## src/rtl/hazard_ctrl.sv

```systemverilog
// Hazard sequencer for the 5-stage core: registered forwarding selects plus a RUN/LSTALL/MWAIT/FLUSH FSM.
// Optional macro HAZARD_PERF_CNT_EN adds live stall/flush counters; when it is undefined the counters are tied to 0.
module hazard_ctrl #(
    parameter int FLUSH_CYCLES = 2
) (
    input  logic        clk,
    input  logic        rst,
    input  logic        id_valid,
    input  logic [4:0]  id_rs1,
    input  logic [4:0]  id_rs2,
    input  logic        id_use_rs1,
    input  logic        id_use_rs2,
    input  logic [4:0]  ex_wreg,
    input  logic        ex_regwrite,
    input  logic        ex_is_load,
    input  logic [4:0]  mem_wreg,
    input  logic        mem_regwrite,
    input  logic        mem_is_load,
    input  logic [4:0]  wb_wreg,
    input  logic        wb_regwrite,
    input  logic        branch_taken,
    input  logic        csr_redirect,
    input  logic        dmem_busy,
    output logic        pc_hold,
    output logic        ifid_hold,
    output logic        ifid_flush,
    output logic        ex_keep,
    output logic        ex_nop,
    output logic [1:0]  fwd_ex_pyc,
    output logic [1:0]  fwd_mem_pyc,
    output logic [1:0]  fwd_load_pyc,
    output logic [1:0]  fwd_wb_pyc,
    output logic [1:0]  state_o,
    output logic [31:0] perf_stall_cnt,
    output logic [31:0] perf_flush_cnt
);

    typedef enum logic [1:0] {RUN = 2'd0, LSTALL = 2'd1, MWAIT = 2'd2, FLUSH = 2'd3} state_t;

    localparam logic [2:0] FLUSH_LOAD = 3'(FLUSH_CYCLES - 1);

    state_t     state, nxt_state;
    logic [2:0] cnt, nxt_cnt;
    logic [1:0] m_ex, m_mem, m_wb;
    logic       load_use, run_eval, allow_redirect;
    logic       hold, flush, keep, nop;

    // x0 is hard-wired zero, so a write to it never creates a dependency.
    function automatic logic src_match(input logic used, input logic regwrite,
                                       input logic [4:0] wreg, input logic [4:0] src);
        return id_valid & used & regwrite & (wreg == src) & (wreg != 5'd0);
    endfunction

    always_comb begin
        m_ex[1]  = src_match(id_use_rs1, ex_regwrite,  ex_wreg,  id_rs1);
        m_ex[0]  = src_match(id_use_rs2, ex_regwrite,  ex_wreg,  id_rs2);
        m_mem[1] = src_match(id_use_rs1, mem_regwrite, mem_wreg, id_rs1);
        m_mem[0] = src_match(id_use_rs2, mem_regwrite, mem_wreg, id_rs2);
        m_wb[1]  = src_match(id_use_rs1, wb_regwrite,  wb_wreg,  id_rs1);
        m_wb[0]  = src_match(id_use_rs2, wb_regwrite,  wb_wreg,  id_rs2);
        load_use = (|m_ex) & ex_is_load;
    end

    // Outputs are Mealy: the cycle that decides a transition already drives the target's controls.
    always_comb begin
        // NOTE: every signal gets a default first so no path through the case infers a latch.
        nxt_state      = state;
        nxt_cnt        = cnt;
        hold           = 1'b0;
        flush          = 1'b0;
        keep           = 1'b0;
        nop            = 1'b0;
        run_eval       = 1'b0;
        allow_redirect = 1'b1;
        case (state)
            RUN, LSTALL: run_eval = 1'b1;
            MWAIT: begin
                if (dmem_busy) begin
                    hold = 1'b1;
                    keep = 1'b1;
                end else begin
                    run_eval = 1'b1;
                end
            end
            FLUSH: begin
                if (cnt == 3'd0) begin
                    // Last FLUSH cycle behaves as RUN, but redirects here still come from squashed slots.
                    run_eval       = 1'b1;
                    allow_redirect = 1'b0;
                end else begin
                    flush = 1'b1;
                    nop   = 1'b1;
                    if (dmem_busy) begin
                        hold = 1'b1;
                        keep = 1'b1;
                    end else begin
                        nxt_cnt = cnt - 3'd1;
                    end
                end
            end
            default: run_eval = 1'b1;
        endcase

        if (run_eval) begin
            if (dmem_busy) begin
                nxt_state = MWAIT;
                hold      = 1'b1;
                keep      = 1'b1;
            end else if (allow_redirect && (branch_taken || csr_redirect)) begin
                nxt_state = FLUSH;
                nxt_cnt   = FLUSH_LOAD;
                flush     = 1'b1;
                nop       = 1'b1;
            end else if (load_use) begin
                nxt_state = LSTALL;
                hold      = 1'b1;
                nop       = 1'b1;
            end else begin
                nxt_state = RUN;
            end
        end
    end

    // Reset forces the controls low at once rather than waiting for the state register.
    always_comb begin
        pc_hold    = rst & hold;
        ifid_hold  = rst & hold;
        ifid_flush = rst & flush;
        ex_keep    = rst & keep;
        ex_nop     = rst & nop & ~keep;
        state_o    = state;
    end

    always_ff @(posedge clk or negedge rst) begin
        if (!rst) begin
            state        <= RUN;
            cnt          <= 3'd0;
            fwd_ex_pyc   <= 2'b00;
            fwd_mem_pyc  <= 2'b00;
            fwd_load_pyc <= 2'b00;
            fwd_wb_pyc   <= 2'b00;
        end else begin
            // NOTE: non-blocking assignments so every register samples pre-edge values.
            state <= nxt_state;
            cnt   <= nxt_cnt;
            if (keep) begin
                fwd_ex_pyc <= fwd_ex_pyc;
            end else if (nop) begin
                fwd_ex_pyc   <= 2'b00;
                fwd_mem_pyc  <= 2'b00;
                fwd_load_pyc <= 2'b00;
                fwd_wb_pyc   <= 2'b00;
            end else begin
                fwd_ex_pyc   <= m_ex;
                fwd_load_pyc <= ~m_ex & m_mem & {2{mem_is_load}};
                fwd_mem_pyc  <= ~m_ex & m_mem & {2{~mem_is_load}};
                fwd_wb_pyc   <= ~m_ex & ~m_mem & m_wb;
            end
        end
    end

`ifdef HAZARD_PERF_CNT_EN
    always_ff @(posedge clk or negedge rst) begin
        if (!rst) begin
            perf_stall_cnt <= 32'd0;
            perf_flush_cnt <= 32'd0;
        end else begin
            if (state == LSTALL || state == MWAIT) perf_stall_cnt <= perf_stall_cnt + 32'd1;
            if (nxt_state == FLUSH && state != FLUSH) perf_flush_cnt <= perf_flush_cnt + 32'd1;
        end
    end
`else
    assign perf_stall_cnt = 32'd0;
    assign perf_flush_cnt = 32'd0;
`endif

endmodule

```

## config.mk

```make
export PLATFORM = sky130hd
export DESIGN_NAME = hazard_ctrl
export DESIGN_NICKNAME = d
export VERILOG_FILES = /design/src/rtl/hazard_ctrl.sv
export SDC_FILE = /design/constraint.sdc
export NUM_CORES = 1
export LEC_CHECK = 0
export ABC_AREA = 1
export CORE_MARGIN = 10
export CORE_UTILIZATION = 40
export CTS_CLUSTER_DIAMETER = 80
export DETAILED_ROUTE_END_ITERATION = 10
export HOLD_SLACK_MARGIN = 0.05
export PLACE_DENSITY = 0.95
export RECOVER_POWER = 25
export SLEW_MARGIN = 20
export SYNTH_ARGS = -nofsm -noshare
export SYNTH_HDL_FRONTEND = slang
export SYNTH_SLANG_ARGS = --single-unit
```

## constraint.sdc

```tcl
create_clock -name clk -period 4.16 [get_ports clk]
set_input_delay 0.832 -clock clk [delete_from_list [all_inputs] [get_ports clk]]
set_output_delay 0.832 -clock clk [all_outputs]
set_load 0.05 [all_outputs]
```

Word-level counts from Yosys, hierarchy flattened
Index checks and enable logic that the tools add are counted.

Register bits after elaboration: 13. Logic and storage cells: 95. Bits of input ports: 38. Output and inout port bits: 79.

Equality and inequality tests: 9. Bitwise logic cells: 35. Reductions and logical operators: 9. Add/subtract/negate cells: 1. Muxes and demuxes: 35.

Operator list (count): $eq A5 B5 Y1 (6); $and A1 B1 Y1 (26); $mux W1 (21); $mux W3 (6); $reduce_bool A5 Y1 (3); $mux W2 (6); $and A2 B2 Y2 (5); $eq A2 B2 Y1 const B (2); $not A2 Y2 (2); $reduce_or A2 Y1 (2); $logic_not A3 Y1 (1); $pmux W1 S3 (1); $sub A3 B1 Y3 const B (1); $eq A2 B1 Y1 const B (1); $logic_not A2 Y1 (1); $not A1 Y1 (2); $pmux W1 S2 (1); $logic_and A1 B1 Y1 (1); $logic_or A1 B1 Y1 (1).

Longest topological paths before layout
Word-level depth: 12. Gate-level depth with buffers: 13. Gate-level depth less buffers: 13.

Worst setup path after synthesis
Ideal clock, no wire load.

Path kind: input -> output. Start point: in id_valid. End point: out pc_hold. Required time: 3.328 ns. Arrival: 2.561 ns. Path buffers: 1. Setup slack: 0.767 ns. Stages: 9. Cell sequence: nand2_1 a21oi_1 nand2_1 nor2_1 nand2_2 nand2_2 nand2_4 a31oi_1 buf_4.

Word-level cells in the longest chain between the ends: 11. Elaborated cells between the ends (all ways): 15. Classes of those cells: 4 x mux; 10 x bitwise; 1 x reduce/logical.

RTL lines: start, declared (RTL line 8) `input logic id_valid,`; $and A1 B1 Y1 (4 in series) (RTL line 51) `return id_valid & used & regwrite & (wreg == src) & (wreg != 5'd0);`; $reduce_or A2 Y1 (*) (RTL line 61) `load_use = (|m_ex) & ex_is_load;`; $and A1 B1 Y1 (*) (RTL line 61); $mux W1 (*) (RTL line 114) `end else if (load_use) begin`; $mux W1 (*) (RTL line 109) `end else if (allow_redirect && (branch_taken || csr_redirect)) begin`; $mux W1 (*) (RTL line 105) `if (dmem_busy) begin`; $mux W1 (*) (RTL line 104) `if (run_eval) begin`; $and A1 B1 Y1 (*); end, declared (RTL line 24) `output logic pc_hold,`.

Every way passes the cells marked *; elsewhere a longest branch is shown, timed or not.

Worst setup path after layout
Start point: in rst. End point: out ifid_hold.

Word-level cells in the longest chain between the ends: 1.

RTL lines: start, declared (RTL line 7) `input logic rst,`; $and A1 B1 Y1 (RTL line 127) `ifid_hold = rst & hold;`; end, declared (RTL line 25) `output logic ifid_hold,`.

No other way between the ends.

==> results.py <==
metrics = {
    "grt": {
        "met1_usage": 0.131,
        "grt_pass1_wl_mm": 7.75,
        "gr-total-overflow": 0,
        "grtUsageMet2": 0.225,
        "antenna_found_initial": 0,
        "top_usage_layer": "met2",
        "first_global_vias": 1630,
        "grt_util_all_layers": 0.123,
        "globalRouteMet3Util": 0.0375,
        "grt_max_degree": 17,
    },
    "yosys": {
        "ys_seq_area_frac": 0.182,
        "syn_avg_cell_area_um2": 6.88,
        "ys_warn_count": 0,
        "synthCells": 260,
        "synth.distinct_cells": 29,
        "synth_area_um2": 1790,
        "synth.ff_latch_count": 13,
    },
    "sta": {
        "skew_ns": 0.00572,
        "maxSlewViolCount": 0,
        "fin_crit_sh": 0.852,
        "setup_tns_ns": 0,
        "setup_viol": 0,
        "relSlewSlack": 0.468,
        "worst-slew-pin-transition_ns": 0.798,
        "finalHoldViolations": 0,
        "setup_ws_ns": 0.616,
        "rsz0062_at_grt": "false",
        "max_clock_freq_mhz": 282,
        "period_needed_ns": 3.54,
        "hold_slack_ns": 0.478,
    },
    "worst_setup_path": {
        "crit_family": "buffers and inverters",
        "cp_max_fo": 16,
        "cp-end-kind": "primary output",
        "path_cells": "dlygate4sd3_1 > clkbuf_1 > nand3_1 > a31oi_1 > buf_4",
        "worst_path_max_delay_cell": "clkbuf_1",
        "required_ns": 3.33,
        "crit_buf_inv": 3,
        "critical_path_class": "in2out",
        "cp.depth": 5,
        "crit_path_start_kind": "input pin",
        "rr_worst_depth": 8,
        "max_stage_delay_ns": 0.63,
        "arrival_ns": 2.71,
    },
    "clocking": {
        "cts-root-buf": "clkbuf_8",
        "cts_made_buffers": 3,
        "cts_resized": 0,
        "ctsHoldBuffers": 0,
        "post_cts_buffers": 0,
        "cts_tree": "yes",
        "htreeDepth": 1,
        "clockBufferDepth": 2,
        "clk_latency_ns": 0.25,
        "clock-sinks": 13,
        "clkSlewWorstSetupHoldPaths_ns": 0.05,
    },
    "die": {
        "dieArea_um2": 7550,
        "fp.dieW_um": 86.9,
        "die_h_um": 86.9,
        "design.core.area_um2": 4350,
        "rows": 24,
        "start_util": 0.411,
        "io_pins": 117,
    },
    "place": {
        "port_buffers": 52,
        "pre_cts_ws_ns": 0.800,
        "routabilityCongestion": 0.912,
        "hpwl_mm": 4.36,
        "dp_cells": 362,
        "dpl_cell_area_um2": 2120,
    },
    "hold_path": {
        "hold_path.class": "reg2reg",
        "holdPathStages": 2,
    },
    "detailed_routing": {
        "firstDrtPassIters": 5,
        "via_count": 1612,
        "drc": 0,
        "drt_wl_total_mm": 4.96,
        "wl_per_cell_um": 13.5,
        "via_per_inst": 4.40,
        "drtIter0Drc": 108,
        "drtAntennaViolNets": 0,
    },
    "cells_and_area": {
        "nNetsFinal": 355,
        "syn2layout_area_growth_pct": 20.7,
        "diodes": 0,
        "instances_no_fill": 366,
        "fin_util": 0.496,
        "n_fill_cell": 418,
        "drive_gt1_frac": 0.102,
        "final_cell_mix": "conb_1, nand2_1, clkdlybuf4s50_1",
        "register_area_um2": 325,
        "fin_area_um2": 2160,
        "multi_input_area_um2": 1110,
        "layout_commonest_cell": "conb_1",
    },
    "power": {
        "p_leak_nw": 1.10,
        "power.density_nw_per_um2": 353,
        "power_uw": 763,
        "ir_drop_v": 0.000151,
    },
    "outcome": {
        "status": "finished clean",
    },
    "job": {
        "max_cap_violations": 0,
    },
}
-- where the power goes --
group	leakage (nW)	total, mW	switching [mW]	internal, mW
clock	0.0255	0.113	0.0471	0.0662
combinational	0.910	0.489	0.363	0.125
sequential	0.170	0.161	0.0145	0.146
-- per-layer routing --
layer / up-vias / wire length (um) / part of all wire
met5: - / 0 / 0
met2: 82 / 2540 / 0.51
met3: 9 / 591 / 0.12
met1: 736 / 1750 / 0.35
met4: 0 / 81 / 0.016
li1: 785 / - / -
-- synthesized netlist by cell type --
master    number  area, um^2
a21boi_0       1        7.51
a21oi_1        6        30.0
a21oi_2        1        8.76
a31oi_1        1        6.26
and3_1         1        6.26
buf_4         66         495
clkbuf_1       1        3.75
conb_1         1        3.75
dfrtp_1       13         325
ha_1           2        25.0
inv_1         20        75.1
inv_2          4        15.0
nand2_1       55         206
nand2_2        3        18.8
nand2_4        2        22.5
nand2_8        1        20.0
nand3_1        9        45.0
nand3_2        8        80.1
nand4_1        4        25.0
nor2_1        28         105
nor2_2         1        6.26
nor3_1         4        20.0
o211a_1        1        10.0
o21ai_0        3        15.0
o31ai_4        1        21.3
or2_1          2        12.5
or2_2          2        12.5
xnor2_1       17         149
xor2_1         2        17.5
-- area by class of cell --
| type | count | area share |
|---|---|---|
| sequential | 13 | 0.151 |
| tap | 52 | 0.0301 |
| multi-input combinational | 219 | 0.514 |
| timing repair buffer | 54 | 0.242 |
| inverter | 24 | 0.0417 |
| clock inverter | 1 | 0.00232 |
| clock buffer | 3 | 0.0191 |
-- worst paths after layout --
kind,startpoint,end,slack (ns)
max,rst,ifid_hold,0.62
min,fwd_load_pyc[1]$_DFFE_PN0P_,fwd_load_pyc[1]$_DFFE_PN0P_,0.48
max reg2reg,cnt[0]$_DFF_PN0_,fwd_mem_pyc[0]$_DFFE_PN0P_,2.64
min reg2reg,fwd_load_pyc[1]$_DFFE_PN0P_,fwd_load_pyc[1]$_DFFE_PN0P_,0.48
max in group asynchronous,rst,fwd_mem_pyc[0]$_DFFE_PN0P_,2.40
min in group asynchronous,rst,fwd_wb_pyc[1]$_DFFE_PN0P_,1.26
-- sequential cells by signal, summed over array words and instances, names as in the netlist --
| signal | flops |
|---|---|
| state_o | 2 |
| cnt | 3 |
| fwd_wb_pyc | 2 |
| fwd_ex_pyc | 2 |
| fwd_mem_pyc | 2 |
| fwd_load_pyc | 2 |
-- worst register-to-register path, cell delays in order, from the launching register on --
cell	delay [ns]
dfrtp_1	0.39
inv_1	0.09
ha_1	0.16
inv_1	0.08
nor2_1	0.09
nor2_1	0.05
inv_1	0.38
nand3_2	0.14
nand2_1	0.08
-- cells by family after synthesis --
family	synth area share
simple gates	0.324
other cells	0.00210
buf+inv	0.329
xor+xnor	0.0930
fa+ha+maj	0.0140
compound gates	0.0552
flops	0.182
Power figures use the tool's default switching activity.
